## src/rtl/uart_boot_loader.sv

```systemverilog
// rtl/uart_boot_loader.sv - UART 8N1 boot image receiver emitting 32-bit word writes
// Define UART_BOOT_LOADER_CKSUM_EN to require a trailing checksum word and expose cksum_err.
module uart_boot_loader #(
  parameter int unsigned CLKS_PER_BIT = 868,
  parameter logic [31:0] ADDR_BASE    = 32'h0000_0000,
  parameter int unsigned MAX_WORDS    = 16384
) (
  input  logic        clk,
  input  logic        rst_n,
  input  logic        rx,
  output logic [31:0] uart_data,
  output logic [31:0] uart_addr,
  output logic        uart_we,
  output logic        uart_done,
  output logic        frame_err,
  output logic        len_err,
`ifdef UART_BOOT_LOADER_CKSUM_EN
  output logic        cksum_err,
`endif
  output logic [15:0] words_loaded
);

  localparam int unsigned CW = $clog2(CLKS_PER_BIT);
  localparam logic [CW-1:0] FULL_RELOAD = CW'(CLKS_PER_BIT - 1);
  localparam logic [CW-1:0] HALF_RELOAD = CW'(CLKS_PER_BIT / 2 - 1);
  localparam logic [31:0]   MAX_N       = 32'(MAX_WORDS);

  typedef enum logic [1:0] {B_IDLE, B_START, B_DATA, B_STOP} bstate_t;
`ifdef UART_BOOT_LOADER_CKSUM_EN
  typedef enum logic [2:0] {L_LEN, L_DATA, L_CKSUM, L_DONE, L_ERR} lstate_t;
  localparam lstate_t AFTER_DATA = L_CKSUM;
`else
  typedef enum logic [2:0] {L_LEN, L_DATA, L_DONE, L_ERR} lstate_t;
  localparam lstate_t AFTER_DATA = L_DONE;
`endif

  bstate_t bstate, bnext;
  lstate_t lstate, lnext;
  logic          rx_meta, rx_sync;
  logic [CW-1:0] baud_cnt;
  logic [2:0]    bit_idx;
  logic [7:0]    rx_shift;
  logic          stop_wait, byte_valid;
  logic          baud_tick, shift_en, byte_ok, stop_bad;
  logic [1:0]    byte_idx;
  logic [23:0]   word_buf;
  logic [31:0]   n_words, full_word;
  logic          accepting, word_done, take_len, load_word, last_word;
`ifdef UART_BOOT_LOADER_CKSUM_EN
  logic [31:0]   sum;
`endif

  always_ff @(posedge clk) begin
    if (!rst_n) begin
      rx_meta <= 1'b1;
      rx_sync <= 1'b1;
      bstate  <= B_IDLE;
    end else begin
      rx_meta <= rx;
      rx_sync <= rx_meta;
      bstate  <= bnext;
    end
  end

  // After a bad stop bit, stay in B_STOP until the line returns high so a break is not read as a start
  always_comb begin
    bnext = bstate;
    case (bstate)
      B_IDLE:  if (!rx_sync) bnext = B_START;
      B_START: if (baud_tick) bnext = rx_sync ? B_IDLE : B_DATA;
      B_DATA:  if (baud_tick && bit_idx == 3'd7) bnext = B_STOP;
      B_STOP:  if (stop_wait ? rx_sync : (baud_tick && rx_sync)) bnext = B_IDLE;
      default: bnext = B_IDLE;
    endcase
  end

  always_comb begin
    baud_tick = (baud_cnt == '0);
    shift_en  = (bstate == B_DATA) && baud_tick;
    byte_ok   = (bstate == B_STOP) && !stop_wait && baud_tick && rx_sync;
    stop_bad  = (bstate == B_STOP) && !stop_wait && baud_tick && !rx_sync;
  end

  always_ff @(posedge clk) begin
    if (!rst_n) begin
      baud_cnt   <= '0;
      bit_idx    <= '0;
      rx_shift   <= '0;
      stop_wait  <= 1'b0;
      byte_valid <= 1'b0;
      frame_err  <= 1'b0;
    end else begin
      byte_valid <= byte_ok;
      if (bnext != bstate) baud_cnt <= (bnext == B_START) ? HALF_RELOAD : FULL_RELOAD;
      else if (baud_tick)  baud_cnt <= FULL_RELOAD;
      else                 baud_cnt <= baud_cnt - CW'(1);
      if (bstate != B_DATA) bit_idx <= '0;
      else if (shift_en)    bit_idx <= bit_idx + 3'd1;
      if (shift_en) rx_shift <= {rx_sync, rx_shift[7:1]};
      if (stop_bad) begin
        stop_wait <= 1'b1;
        frame_err <= 1'b1;
      end else if (bstate != B_STOP) begin
        stop_wait <= 1'b0;
      end
    end
  end

  always_ff @(posedge clk) begin
    if (!rst_n) lstate <= L_LEN;
    else        lstate <= lnext;
  end

  always_comb begin
    lnext = lstate;
    case (lstate)
      L_LEN: if (word_done) begin
        if (full_word == '0)       lnext = L_DONE;
        else if (full_word > MAX_N) lnext = L_ERR;
        else                       lnext = L_DATA;
      end
      L_DATA: if (uart_we && last_word) lnext = AFTER_DATA;
`ifdef UART_BOOT_LOADER_CKSUM_EN
      L_CKSUM: if (word_done) lnext = (full_word == sum) ? L_DONE : L_ERR;
`endif
      default: lnext = lstate;
    endcase
  end

  always_comb begin
`ifdef UART_BOOT_LOADER_CKSUM_EN
    accepting = (lstate == L_LEN) || (lstate == L_DATA) || (lstate == L_CKSUM);
`else
    accepting = (lstate == L_LEN) || (lstate == L_DATA);
`endif
    word_done = byte_valid && accepting && (byte_idx == 2'd3);
    full_word = {rx_shift, word_buf};
    take_len  = word_done && (lstate == L_LEN);
    load_word = word_done && (lstate == L_DATA);
    last_word = (({16'd0, words_loaded}) + 32'd1) == n_words;
    uart_done = (lstate == L_DONE);
  end

  // Address and count advance the cycle after each strobe, so the strobe carries this word's address
  always_ff @(posedge clk) begin
    if (!rst_n) begin
      byte_idx     <= '0;
      word_buf     <= '0;
      n_words      <= '0;
      uart_we      <= 1'b0;
      uart_data    <= '0;
      uart_addr    <= ADDR_BASE;
      words_loaded <= '0;
      len_err      <= 1'b0;
    end else begin
      if (byte_valid && accepting) begin
        case (byte_idx)
          2'd0:    word_buf[7:0]   <= rx_shift;
          2'd1:    word_buf[15:8]  <= rx_shift;
          2'd2:    word_buf[23:16] <= rx_shift;
          default: ;
        endcase
        byte_idx <= byte_idx + 2'd1;
      end
      uart_we <= load_word;
      if (load_word) uart_data <= full_word;
      if (uart_we) begin
        uart_addr    <= uart_addr + 32'd4;
        words_loaded <= words_loaded + 16'd1;
      end
      if (take_len) begin
        n_words <= full_word;
        if (full_word > MAX_N) len_err <= 1'b1;
      end
    end
  end

`ifdef UART_BOOT_LOADER_CKSUM_EN
  always_ff @(posedge clk) begin
    if (!rst_n) begin
      sum       <= '0;
      cksum_err <= 1'b0;
    end else begin
      if (take_len)       sum <= full_word;
      else if (load_word) sum <= sum + full_word;
      if (word_done && lstate == L_CKSUM && full_word != sum) cksum_err <= 1'b1;
    end
  end
`endif

endmodule

```

## config.mk

```make
export PLATFORM = sky130hd
export DESIGN_NAME = uart_boot_loader
export DESIGN_NICKNAME = d
export VERILOG_FILES = /design/src/rtl/uart_boot_loader.sv
export SDC_FILE = /design/constraint.sdc
export NUM_CORES = 1
export LEC_CHECK = 0
export CAP_MARGIN = 20
export CORE_UTILIZATION = 60
export CTS_CLUSTER_SIZE = 8
export DETAILED_ROUTE_END_ITERATION = 12
export PLACE_DENSITY = 0.85
export SYNTH_ARGS = -nofsm -noshare
export SYNTH_HDL_FRONTEND = slang
export SYNTH_SLANG_ARGS = --single-unit
```

## constraint.sdc

```tcl
create_clock -name clk -period 4.89 [get_ports clk]
set_clock_uncertainty 0.1 [all_clocks]
set_input_delay 0.978 -clock clk [delete_from_list [all_inputs] [get_ports clk]]
set_output_delay 0.978 -clock clk [all_outputs]
set_load 0.005 [all_outputs]
```

# Word level (Yosys, flattened, before mapping)
# Index checks and enable logic that the tools add are counted.
# Widths: inputs -> output; s select.
dict set report classes {
  muxes 17
  addsub 6
  reduce_logical 28
  n_bitwise 1
  n_lt_le_gt_ge 1
  n_eq_ne 16
}
# operator n
set op_table {}
lappend op_table {{$add 32x3->32 const B} 1}
lappend op_table {{$eq 17x32->1} 1}
lappend op_table {{$gt 32x15->1 const B} 1}
lappend op_table {{$logic_not 32->1} 1}
lappend op_table {{$mux 10} 3}
lappend op_table {{$add 16x1->17 const B} 1}
lappend op_table {{$add 16x1->16 const B} 1}
lappend op_table {{$mux 2} 7}
lappend op_table {{$logic_and 1x1->1} 12}
lappend op_table {{$logic_not 10->1} 1}
lappend op_table {{$sub 10x1->10 const B} 1}
lappend op_table {{$eq 2x2->1 const B} 4}
lappend op_table {{$ne 2x2->1 const B} 4}
lappend op_table {{$pmux 2 s4} 1}
lappend op_table {{$reduce_and 2->1} 4}
lappend op_table {{$eq 2x1->1 const B} 3}
lappend op_table {{$mux 3} 2}
lappend op_table {{$pmux 3 s2} 1}
lappend op_table {{$logic_not 2->1} 2}
lappend op_table {{$reduce_bool 2->1} 2}
lappend op_table {{$add 3x1->3 const B} 1}
lappend op_table {{$eq 3x1->1 const B} 1}
lappend op_table {{$eq 3x2->1 const B} 1}
lappend op_table {{$eq 3x3->1 const B} 1}
lappend op_table {{other kinds (9)} 12}
dict set report totals {
  register_bits 171
  wordCells 89
  output_inout_bits 84
}

# Logic depth before layout (Yosys ltp)
# Gate-level depths: netlist of the first run.
dict set report logic_depth {
  depth_word 8
  ltp_mapped 9
  mapped_depth_nobuf 9
}

# Least setup slack after synthesis of the first run
# No wires, ideal clock.
dict set report synth_path {
  path_type {register to register}
  from {reg words_loaded[0]}
  to {reg lstate[1]}
  required_ps 4731
  synth_period_minus_slack_ps 2248
  stages_incl_launch_ff 9
  arrival_ps 2089
  slack_ps 2642
  path_cell_list {dfxtp_1 > ha_1 > buf_2 > nand3_1 > nor4_1 > xnor2_1 > nand3_1 > a2111oi_2 > o31a_1}
}
dict set report synth_via {
  elab_chain_cells 5
}
# element line
set synth_lines {}
lappend synth_lines {{start, declared} 20} ;# output logic [15:0] words_loaded
lappend synth_lines {{start signal, assigned} 169} ;# words_loaded <= words_loaded + 16'd1;
lappend synth_lines {{$add 16x1->17} 140} ;# last_word = (({16'd0, words_loaded}) + 32'd1) == n_words;
lappend synth_lines {{$eq 17x32->1} 140}
lappend synth_lines {{$logic_and 1x1->1} 122} ;# L_DATA: if (uart_we && last_word) lnext = AFTER_DATA;
lappend synth_lines {{$ne 2x2->1 (no line)} --}
lappend synth_lines {{$reduce_and 3->1 (no line)} --}
lappend synth_lines {{end signal, assigned} 111} ;# else lstate <= lnext;
lappend synth_lines {{end, declared} 38} ;# lstate_t lstate, lnext;
# Every way passes these cells.
# A chain may end at the register's enable or synchronous reset.

# Final worst setup path of the first run
dict set report layout_path {
  from {in rst_n}
  to {reg n_words[20]}
}
# element line
set layout_rtl {}
lappend layout_rtl {{start, declared} 9} ;# input logic rst_n,
lappend layout_rtl {{end signal, assigned} 172} ;# n_words <= full_word;
lappend layout_rtl {{end, declared} 47} ;# logic [31:0] n_words, full_word;
# No word-level cell between the ends.

==> metrics.csv, run 1 <==
metric,value,unit
share of post-route cells with drive strength above 1,0.0613,
CP max stage cell,clkdlybuf4s50_1,
sequential power share,0.466,
Tcrit/Tclk final,0.566,
sw frac,0.231,
unrepaired setup endpoints after global routing,false,
Seq cells post-synth,168,
Syn Inst Count,886,
clock power share,0.461,
area delta synth->final,20.6,%
Comb power frac,0.073,
mapped cell area,7220,µm²
Bufs on Longest Clock Path,2,
I/O Buffers,84,
"Setup violations, final",0,
die height,112,µm
Synth Area in Simple Gates,0.259,
Mean Syn Cell Area,8.15,µm²
post-synth top area share,0.466,
global-route wire length before repair,28000,µm
DR pass1 iterations,12,
P_sw,0.716,mW
failing checks,design-rule violations,
site row count,39,
Peak VDD IR,0.380,mV
HPWL Detailed,10800,µm
Post-CTS Setup Inserts,0,
"Distinct cells, synth",50,
wire length per cell,15.6,µm
Crit. End Element,flop,
Fin. Hold Viols,0,
Worst Path Max Fanout,72,
Startpoint Class,input port,
final non-filler cell total,1089,
Routed WL,17000,µm
Initial Util,0.625,
clk slew on worst S/H paths,0.06,ns
CTS H-Tree Depth,4,
post-synthesis sequential area ratio,0.466,
initial antenna violation count,0,
grt total ovfl,0,
Adder-Cell Fraction of Synth Area,0.0156,
1st-iter DRT viols,490,
worst-margin pin slew,0.708,ns
Ports,87,
ANT cells,0,
Post-Place Worst Slack,1.73,ns
vias in the first global route,5968,
via count,6306,
CTS sink cnt,168,
Avg Vias per Cell,5.79,
status,"finished, violations left",
post-synthesis mux area share,0.0166,
cts hold-fix bufs,0,
cell taking the most area after synthesis,dfxtp_1,
Final GP Congestion,0.902,
post-route cell area,8710,µm²
worst setup margin,2.12,ns
XOR/XNOR Fraction of Synth Area,0.0861,
die area,12500,µm²
compound-gate portion of the synthesized area,0.111,
sequence of cells on the critical path,"clkdlybuf4s50_1, inv_4, buf_4, a21oi_1",
post-CTS sizing,0,
Post-DP Area,8040,µm²
GRT Overall Usage,0.278,
Worst EP required,5.08,ns
TritonCTS clock tree,yes,
Lkg Pwr,2.93,nW
largest net degree at the start of global routing,73,
Cells after DPL,1056,
CTS root buf,clkbuf_16,
minimum clock period,2.77,ns
max-slew violations,0,
"slowest stage delay, CP",0.66,ns
kind of critical path,in -> reg,
worst hold path type,reg -> reg,
Final TNS setup,0,ns
DIE WIDTH,112,µm
CORE AREA,11600,µm²
largest family of logic cells by synthesized area,simple AND/OR/NAND/NOR gates,
hold_ws,0.327,ns
internal power,2.39,mW
P per Cell Area,356,nW/µm²
Max Cap Viol,0,
"top cells by area, synth","dfxtp_1, nand2_1, a21oi_1",
ANT nets after route,0,
CTS Buf Count,17,
Yosys warnings,0,
DR DRC count,6,
slew margin rel.,0.528,
arrival time worst endpoint,2.96,ns
Final nets,946,
Skew-Pair Late Insertion Delay,0.43,ns
FMAX,361,MHz
worst max-delay path, delay by kind of cell:
family,cells,cell delay [ns]
AOI/OAI and AO/OA,1,0.11
buffers and inverters,3,1.82
sequential cells by signal, indices dropped and copies added (netlist names), 2 cells and up:
signal,cells
uart_addr,30
words_loaded,16
lstate,2
uart_data,32
byte_idx,2
baud_cnt,10
word_buf,24
bit_idx,3
n_words,32
bstate,2
rx_shift,8
path summary, 6_finish.rpt:
check / from / end / slack [ns] / cells after the start
worst max-delay path: rst_n / n_words[20] / 2.12 / 4
worst min register to register: rx_meta / rx_sync / 0.33 / 1
worst max register to register: words_loaded[0] / lstate[1] / 2.13 / 8
worst min-delay path: rx_meta / rx_sync / 0.33 / 1
routing by layer:
| metal | vias to the layer above | global-route usage | wire, µm |
|---|---|---|---|
| met2 | 215 | 0.472 | 8300 |
| met3 | 54 | 0.0631 | 988 |
| met5 | - | 0 | 0 |
| met4 | 0 | 0.123 | 510 |
| li1 | 3067 | - | - |
| met1 | 2970 | 0.337 | 7160 |
stage by stage:
step            util  total power [mW]
2_1_floorplan      -              1.66
3_3_place_gp   0.693              1.68
3_5_place_dp   0.695              1.69
4_1_cts        0.750              3.11
5_1_grt        0.753              3.20
6_report       0.753              3.10
area by class of cell:
| class | count | area (µm²) |
|---|---|---|
| tap | 143 | 179 |
| sequential | 168 | 3360 |
| timing repair buffer | 92 | 946 |
| clock inverter | 11 | 170 |
| inverter | 13 | 51.3 |
| clock buffer | 20 | 467 |
| multi-input combinational | 642 | 3540 |
| fill | 832 | 2850 |
cell usage after synthesis, drive strengths merged:
| library cell | n |
|---|---|
| or4b | 2 |
| nand4 | 19 |
| o221ai | 1 |
| dfxtp | 168 |
| conb | 1 |
| or2 | 3 |
| o21ai | 11 |
| a2bb2oi | 2 |
| nand2b | 4 |
| nand3 | 47 |
| nor3 | 11 |
| o32ai | 1 |
| o311a | 1 |
| ha | 9 |
| o31a | 2 |
| and2 | 5 |
| nor2b | 6 |
| clkbuf | 54 |
| o211ai | 2 |
| nand2 | 192 |
| or4 | 1 |
| and3 | 5 |
| nor2 | 77 |
| and4 | 6 |
| a21oi | 115 |
| or3 | 7 |
| mux2i | 12 |
| a211oi | 3 |
| o2111ai | 1 |
| xnor2 | 37 |
| buf | 10 |
| a31oi | 3 |
| a2111oi | 1 |
| a211o | 1 |
| inv | 13 |
| o31ai | 1 |
| xor2 | 34 |
| nor4 | 18 |
power groups by stage:
stage	Sequential [mW]	Combinational [mW]	Clock [mW]
floorplan	1.46	0.199	0
CTS	1.44	0.225	1.44
finish	1.45	0.227	1.43
global placement	1.47	0.214	0
global route	1.45	0.252	1.50
detailed placement	1.47	0.220	0
layout by cell type, fill, tap and decap left out, drive strengths merged, types with 18 or more instances in the layout:
cell             n
a21oi          115
clkbuf          21
clkdlybuf4s50   84
dfxtp          168
nand2          192
nand3           47
nand4           19
nor2            77
nor4            18
xnor2           37
xor2            34
kinds of logic after synthesis:
logic type | count (synthesis)
DFF | 168
buffers and inverters | 77
adders and majority gates | 9
xor gates and xnor gates | 71
other | 1
muxes | 12
AOI/OAI and AO/OA | 145
and+or+nand+nor | 403
(Power assumes the default switching activity.)
==> run 2, diff against run 1 <==
--- a/config.mk
+++ b/config.mk
@@ -6,10 +6,10 @@
 export NUM_CORES = 1
 export LEC_CHECK = 0
 export CAP_MARGIN = 20
-export CORE_UTILIZATION = 60
+export CORE_UTILIZATION = 50
 export CTS_CLUSTER_SIZE = 8
 export DETAILED_ROUTE_END_ITERATION = 12
-export PLACE_DENSITY = 0.85
+export PLACE_DENSITY = 0.76
 export SYNTH_ARGS = -nofsm -noshare
 export SYNTH_HDL_FRONTEND = slang
 export SYNTH_SLANG_ARGS = --single-unit
==> constraint.sdc (replaced) <==
create_clock -name clk -period 2.46 [get_ports clk]
set_clock_uncertainty 0.1 [all_clocks]
set_input_delay 0.492 -clock clk [delete_from_list [all_inputs] [get_ports clk]]
set_output_delay 0.492 -clock clk [all_outputs]
set_load 0.005 [all_outputs]
==> run 2 against run 1 <==
  * The flow now finishes without violations
  * Hold slack worse by 0.010 ns
  * Combinational power up 100%
  * Clock-buffer cell count up 2
  * Cell count up 5.5%
  * Register-to-register slack worse by 2.0 ns
  * Global-route usage down 4.9 points
  * Worst setup slack worse by 2.0 ns
  * First-iteration DRC count down 1.8%
  * Core utilization down 12 points
  * Clock power up 86%
  * Largest power group unchanged
  * Highest routed layer unchanged
==> metrics.csv, run 2 (synthesized netlist as in run 1, its figures left out) <==
metric,value,unit
status,"finished, final reports clean",
share of post-route cells with drive strength above 1,0.0826,
R2R depth,9,
hold depth,1,
Final TNS setup,0,ns
GRT Overall Usage,0.229,
Critical R2R Capture,baud_cnt[7],
DR DRC count,0,
wire length per cell,14.3,µm
ANT nets after route,0,
busiest layer in global routing,met2,
CTS Buf Count,17,
kind of critical path,reg -> reg,
Avg Vias per Cell,5.44,
Skew-Pair Late Insertion Delay,0.43,ns
"slowest stage delay, CP",0.51,ns
most frequent cells in the layout,"nand2_1, dfxtp_1, a21oi_1, clkdlybuf4s50_1, nor2_1",
area delta synth->final,22.9,%
Fin. Hold Viols,0,
largest net degree at the start of global routing,110,
Worst EP required,2.67,ns
ANT cells,0,
HPWL Detailed,11000,µm
Max Cap Viol,0,
Top delay family on crit path,simple AND/OR/NAND/NOR gates,
max-slew violations,0,
unrepaired setup endpoints after global routing,false,
worst hold path endpoint,rx_sync,
DIE WIDTH,122,µm
CTS root buf,clkbuf_16,
via count,6256,
site row count,43,
I/O Buffers,84,
grt met3 use,0.0496,
Initial Util,0.516,
vias in the first global route,5542,
grt total ovfl,0,
largest registers,"n_words: 32 flops, uart_data: 32 flops, uart_addr: 30 flops",
die height,122,µm
P per Cell Area,675,nW/µm²
Worst Path Max Fanout,6,
Crit path depth,9,
global-route wire length before repair,26900,µm
slew margin rel.,0.586,
"Setup violations, final",0,
Final GP Congestion,0.850,
internal power,4.57,mW
Crit. End Element,flop,
core occupancy in the finished layout,0.635,
arrival time worst endpoint,2.54,ns
sequence of cells on the critical path,"inv_1, ha_2, or4b_4, nor3_4, a2bb2oi_2, o221ai_2, inv_2, nor3_1, o31a_1",
cts hold-fix bufs,0,
Final nets,968,
1st-iter DRT viols,481,
"commonest non-fill, non-tap cell in the layout",nand2_1,
P_sw,1.42,mW
DR pass1 iterations,7,
CTS H-Tree Depth,4,
"setup slack, reg-to-reg",0.13,ns
clock power share,0.444,
FMAX,429,MHz
Comb power frac,0.077,
met1 Use GR,0.301,
RR Startpoint,baud_cnt[0],
sequential power share,0.479,
Startpoint Class,flop,
CTS sink cnt,168,
Peak VDD IR,0.488,mV
sw frac,0.237,
CP Buf/Inv Count,2,
worst hold path type,reg -> reg,
TritonCTS clock tree,yes,
Tcrit/Tclk final,0.947,
Routed WL,16400,µm
CORE AREA,14000,µm²
Worst Min Path Start,rx_meta,
GR met2 Demand/Resource,0.358,
die area,14900,µm²
clk slew on worst S/H paths,0.06,ns
minimum clock period,2.33,ns
Lkg Pwr,3.03,nW
initial antenna violation count,0,
Ports,87,
Bufs on Longest Clock Path,2,
worst-margin pin slew,0.619,ns
CP max stage cell,or4b_4,
run 2: worst register-to-register path: stages, from the launching register on:
cell       delay (ns)
dfxtp_1          0.32
inv_1            0.08
ha_2             0.19
or4b_4           0.51
nor3_4           0.25
a2bb2oi_2        0.17
o221ai_2         0.14
inv_2            0.09
nor3_1           0.05
o31a_1           0.31
run 2: power by group through the flow:
stage                     registers, mW  clock network (mW)  logic, mW
after global placement             2.93                   0      0.449
final                              2.87                2.66      0.462
after global routing               2.87                2.84      0.517
after CTS                          2.87                2.69      0.463
after detailed placement           2.93                   0      0.459
after floorplan                    2.91                   0      0.396
run 2: worst max path at each step:
stage                          from     endpoint  slack [ns]
floorplan           words_loaded[0]    lstate[1]        0.21
global placement        baud_cnt[0]  baud_cnt[7]        0.17
detailed placement      baud_cnt[0]  baud_cnt[7]        0.09
CTS                     baud_cnt[0]  baud_cnt[7]        0.07
global route        words_loaded[1]    lstate[1]       0.004
finish                  baud_cnt[0]  baud_cnt[7]        0.13
run 2: area by class of cell:
| type | instances | area [µm²] |
|---|---|---|
| Timing Repair Buffer | 114 | 1100 |
| Tap cell | 180 | 225 |
| Inverter | 13 | 51.3 |
| Fill cell | 1226 | 5110 |
| Sequential cell | 168 | 3360 |
| Clock inverter | 10 | 120 |
| Clock buffer | 22 | 474 |
| Multi-Input combinational cell | 642 | 3540 |
run 2: stage by stage:
step	hold slack, ns	area, µm²	std cells	power, mW	worst slack, ns
after global placement	0.295	8280	1117	3.38	0.168
after global routing	0.364	8880	1149	6.23	0.00433
after CTS	0.320	8870	1149	6.02	0.0738
after detailed placement	0.304	8280	1117	3.39	0.0917
after floorplan	0.286	7230	887	3.30	0.212
final	0.317	8880	1149	5.99	0.131
run 2: routing by layer:
metal | part of all wire | up-vias
li1 | - | 3114
met1 | 0.45 | 2945
met2 | 0.48 | 169
met3 | 0.053 | 28
met5 | 0 | -
met4 | 0.022 | 0
run 2: repair_timing:
action                                  in CTS  in global routing
setup buffers                                0                  0
resized for setup                            0                  1
endpoints found under the setup margin       0                  1
==> run 3, diff against run 2 <==
--- a/config.mk
+++ b/config.mk
@@ -6,10 +6,11 @@
 export NUM_CORES = 1
 export LEC_CHECK = 0
 export CAP_MARGIN = 20
-export CORE_UTILIZATION = 50
+export CORE_UTILIZATION = 46
+export CTS_CLUSTER_DIAMETER = 120
 export CTS_CLUSTER_SIZE = 8
 export DETAILED_ROUTE_END_ITERATION = 12
-export PLACE_DENSITY = 0.76
+export PLACE_DENSITY = 0.7
 export SYNTH_ARGS = -nofsm -noshare
 export SYNTH_HDL_FRONTEND = slang
 export SYNTH_SLANG_ARGS = --single-unit
==> constraint.sdc (replaced) <==
create_clock -name clk -period 2.05 [get_ports clk]
set_clock_uncertainty 0.1 [all_clocks]
set_input_delay 0.41 -clock clk [delete_from_list [all_inputs] [get_ports clk]]
set_output_delay 0.41 -clock clk [all_outputs]
set_load 0.005 [all_outputs]
==> run 3 against run 2 <==
  * The run now ends with negative setup slack left
  * Non-clock buffer count is 62 higher
  * Global-route usage is 0.93 points lower
  * Register-to-register slack worse by 0.24 ns
  * Clock-buffer cell count is 1 lower
  * Combinational power is 88% higher
  * Cell count is 8.1% higher
  * Core utilization is 0.70 points lower
  * First-iteration DRC count is 15% lower
  * Worst setup slack worse by 0.24 ns
  * Wire length is 7.4% higher
  * Flip-flop and latch count stayed put
==> metrics.csv, run 3 (synthesized netlist as in run 1, its figures left out) <==
metric,value,unit
slew margin rel.,0.668,
HPWL Detailed,12000,µm
"setup slack, reg-to-reg",-0.11,ns
clock power share,0.398,
Post-DP Area,8810,µm²
arrival time worst endpoint,2.36,ns
GRT Overall Usage,0.220,
I/O Buffers,84,
Max Cap Viol,0,
TritonCTS clock tree,yes,
worst setup margin,-0.106,ns
ANT nets after route,0,
Initial Util,0.473,
sequential power share,0.479,
area delta synth->final,32.6,%
worst-margin pin slew,0.496,ns
hold depth,1,
unrepaired setup endpoints after global routing,true,
CTS root buf,clkbuf_16,
"commonest non-fill, non-tap cell in the layout",nand2_1,
internal power,5.34,mW
status,"finished, violations left",
Bufs on Longest Clock Path,2,
via count,6459,
Avg Vias per Cell,5.20,
Critical R2R Capture,rx_shift[2],
1st-iter DRT viols,408,
minimum clock period,2.16,ns
largest registers,"n_words: 32 flops, uart_data: 32 flops, uart_addr: 30 flops",
initial antenna violation count,0,
kind of critical path,reg -> reg,
Worst Path Max Fanout,8,
R2R depth,8,
P per Cell Area,742,nW/µm²
sw frac,0.249,
Worst EP required,2.26,ns
Tcrit/Tclk final,1.05,
Crit. End Element,flop,
largest net degree at the start of global routing,71,
ANT cells,0,
worst hold path endpoint,rx_sync,
Fin. Hold Viols,0,
Final GP Congestion,0.858,
Skew-Pair Late Insertion Delay,0.42,ns
cts hold-fix bufs,0,
Worst Min Path Start,rx_meta,
global-route wire length before repair,28500,µm
most frequent cells in the layout,"nand2_1, dfxtp_1, a21oi_1, buf_4, clkdlybuf4s50_1",
worst hold path type,reg -> reg,
share of post-route cells with drive strength above 1,0.178,
die area,16200,µm²
die height,127,µm
Routed WL,17600,µm
P_sw,1.77,mW
Comb power frac,0.122,
Peak VDD IR,0.552,mV
wire length per cell,14.2,µm
CORE AREA,15300,µm²
Lkg Pwr,3.42,nW
CTS H-Tree Depth,4,
max-slew violations,0,
Ports,87,
Startpoint Class,flop,
DR DRC count,0,
CTS sink cnt,168,
CTS Buf Count,17,
clk slew on worst S/H paths,0.06,ns
"Setup violations, final",13,
failing checks,negative setup slack,
core occupancy in the finished layout,0.628,
site row count,45,
DIE WIDTH,127,µm
FMAX,464,MHz
DR pass1 iterations,5,
RR Startpoint,baud_cnt[1],
post-route cell area,9580,µm²
Final nets,1030,
vias in the first global route,5918,
grt total ovfl,0,
-- run 3: metal layers --
| metal | wire [µm] | vias up | GRT usage |
|---|---|---|---|
| li1 | - | 3245 | - |
| met1 | 8080 | 3039 | 0.294 |
| met2 | 8520 | 155 | 0.355 |
| met3 | 785 | 20 | 0.0385 |
| met4 | 248 | 0 | 0.0805 |
| met5 | 0 | - | 0 |
-- run 3: worst max-delay path by stage --
stage | startpoint | endpoint | slack, ns | depth (start not counted)
floorplan | baud_cnt[1] | rx_shift[7] | -0.08 | 9
global placement | n_words[19] | lstate[1] | -0.06 | 7
detailed placement | n_words[19] | lstate[1] | -0.16 | 7
CTS | baud_cnt[1] | rx_shift[2] | -0.12 | 8
global route | baud_cnt[1] | baud_cnt[8] | -0.22 | 10
finish | baud_cnt[1] | rx_shift[2] | -0.11 | 8
-- run 3: cell type report --
type / instances / area, µm²
Fill cell: 1327 / 5680
Multi-Input combinational cell: 642 / 3770
Sequential cell: 168 / 3390
Timing Repair Buffer: 176 / 1580
Clock buffer: 21 / 440
Tap cell: 211 / 264
Clock inverter: 11 / 77.6
Inverter: 13 / 51.3
-- run 3: through the flow --
stage	setup slack [ns]	setup TNS [ns]	instances	power, mW	hold slack [ns]
after CTS	-0.116	-1.36	1240	7.14	0.314
after global routing	-0.219	-3.04	1242	7.38	0.331
after global placement	-0.0608	-0.518	1207	4.27	0.298
after floorplan	-0.0753	-0.624	887	4.03	0.286
final	-0.106	-1.05	1242	7.11	0.309
after detailed placement	-0.163	-1.47	1207	4.29	0.303
-- run 3: what timing repair did --
| item | CTS | global route |
|---|---|---|
| setup endpoints to repair | 19 | 29 |
| hold endpoints to repair | 0 | 0 |
| resized for setup | 14 | 39 |
| pin swaps | 7 | 7 |
| cloned | 0 | 0 |
| setup buffers | 2 | 2 |
-- run 3: worst max-delay path: stages, from the launching register on --
cell and delay, ns:
dfxtp_2 0.32, inv_2 0.07, ha_4 0.13, or4b_4 0.48
nor3_4 0.22, buf_4 0.18, and3_4 0.28, mux2i_1 0.21
nor2_1 0.05
-- run 3: power by group through the flow --
stage	sequential (mW)	combinational (mW)	clock [mW]
3_5_place_dp	3.48	0.811	0
5_1_grt	3.42	0.957	3.01
6_report	3.41	0.869	2.83
4_1_cts	3.41	0.856	2.88
3_3_place_gp	3.48	0.789	0
2_1_floorplan	3.49	0.536	0
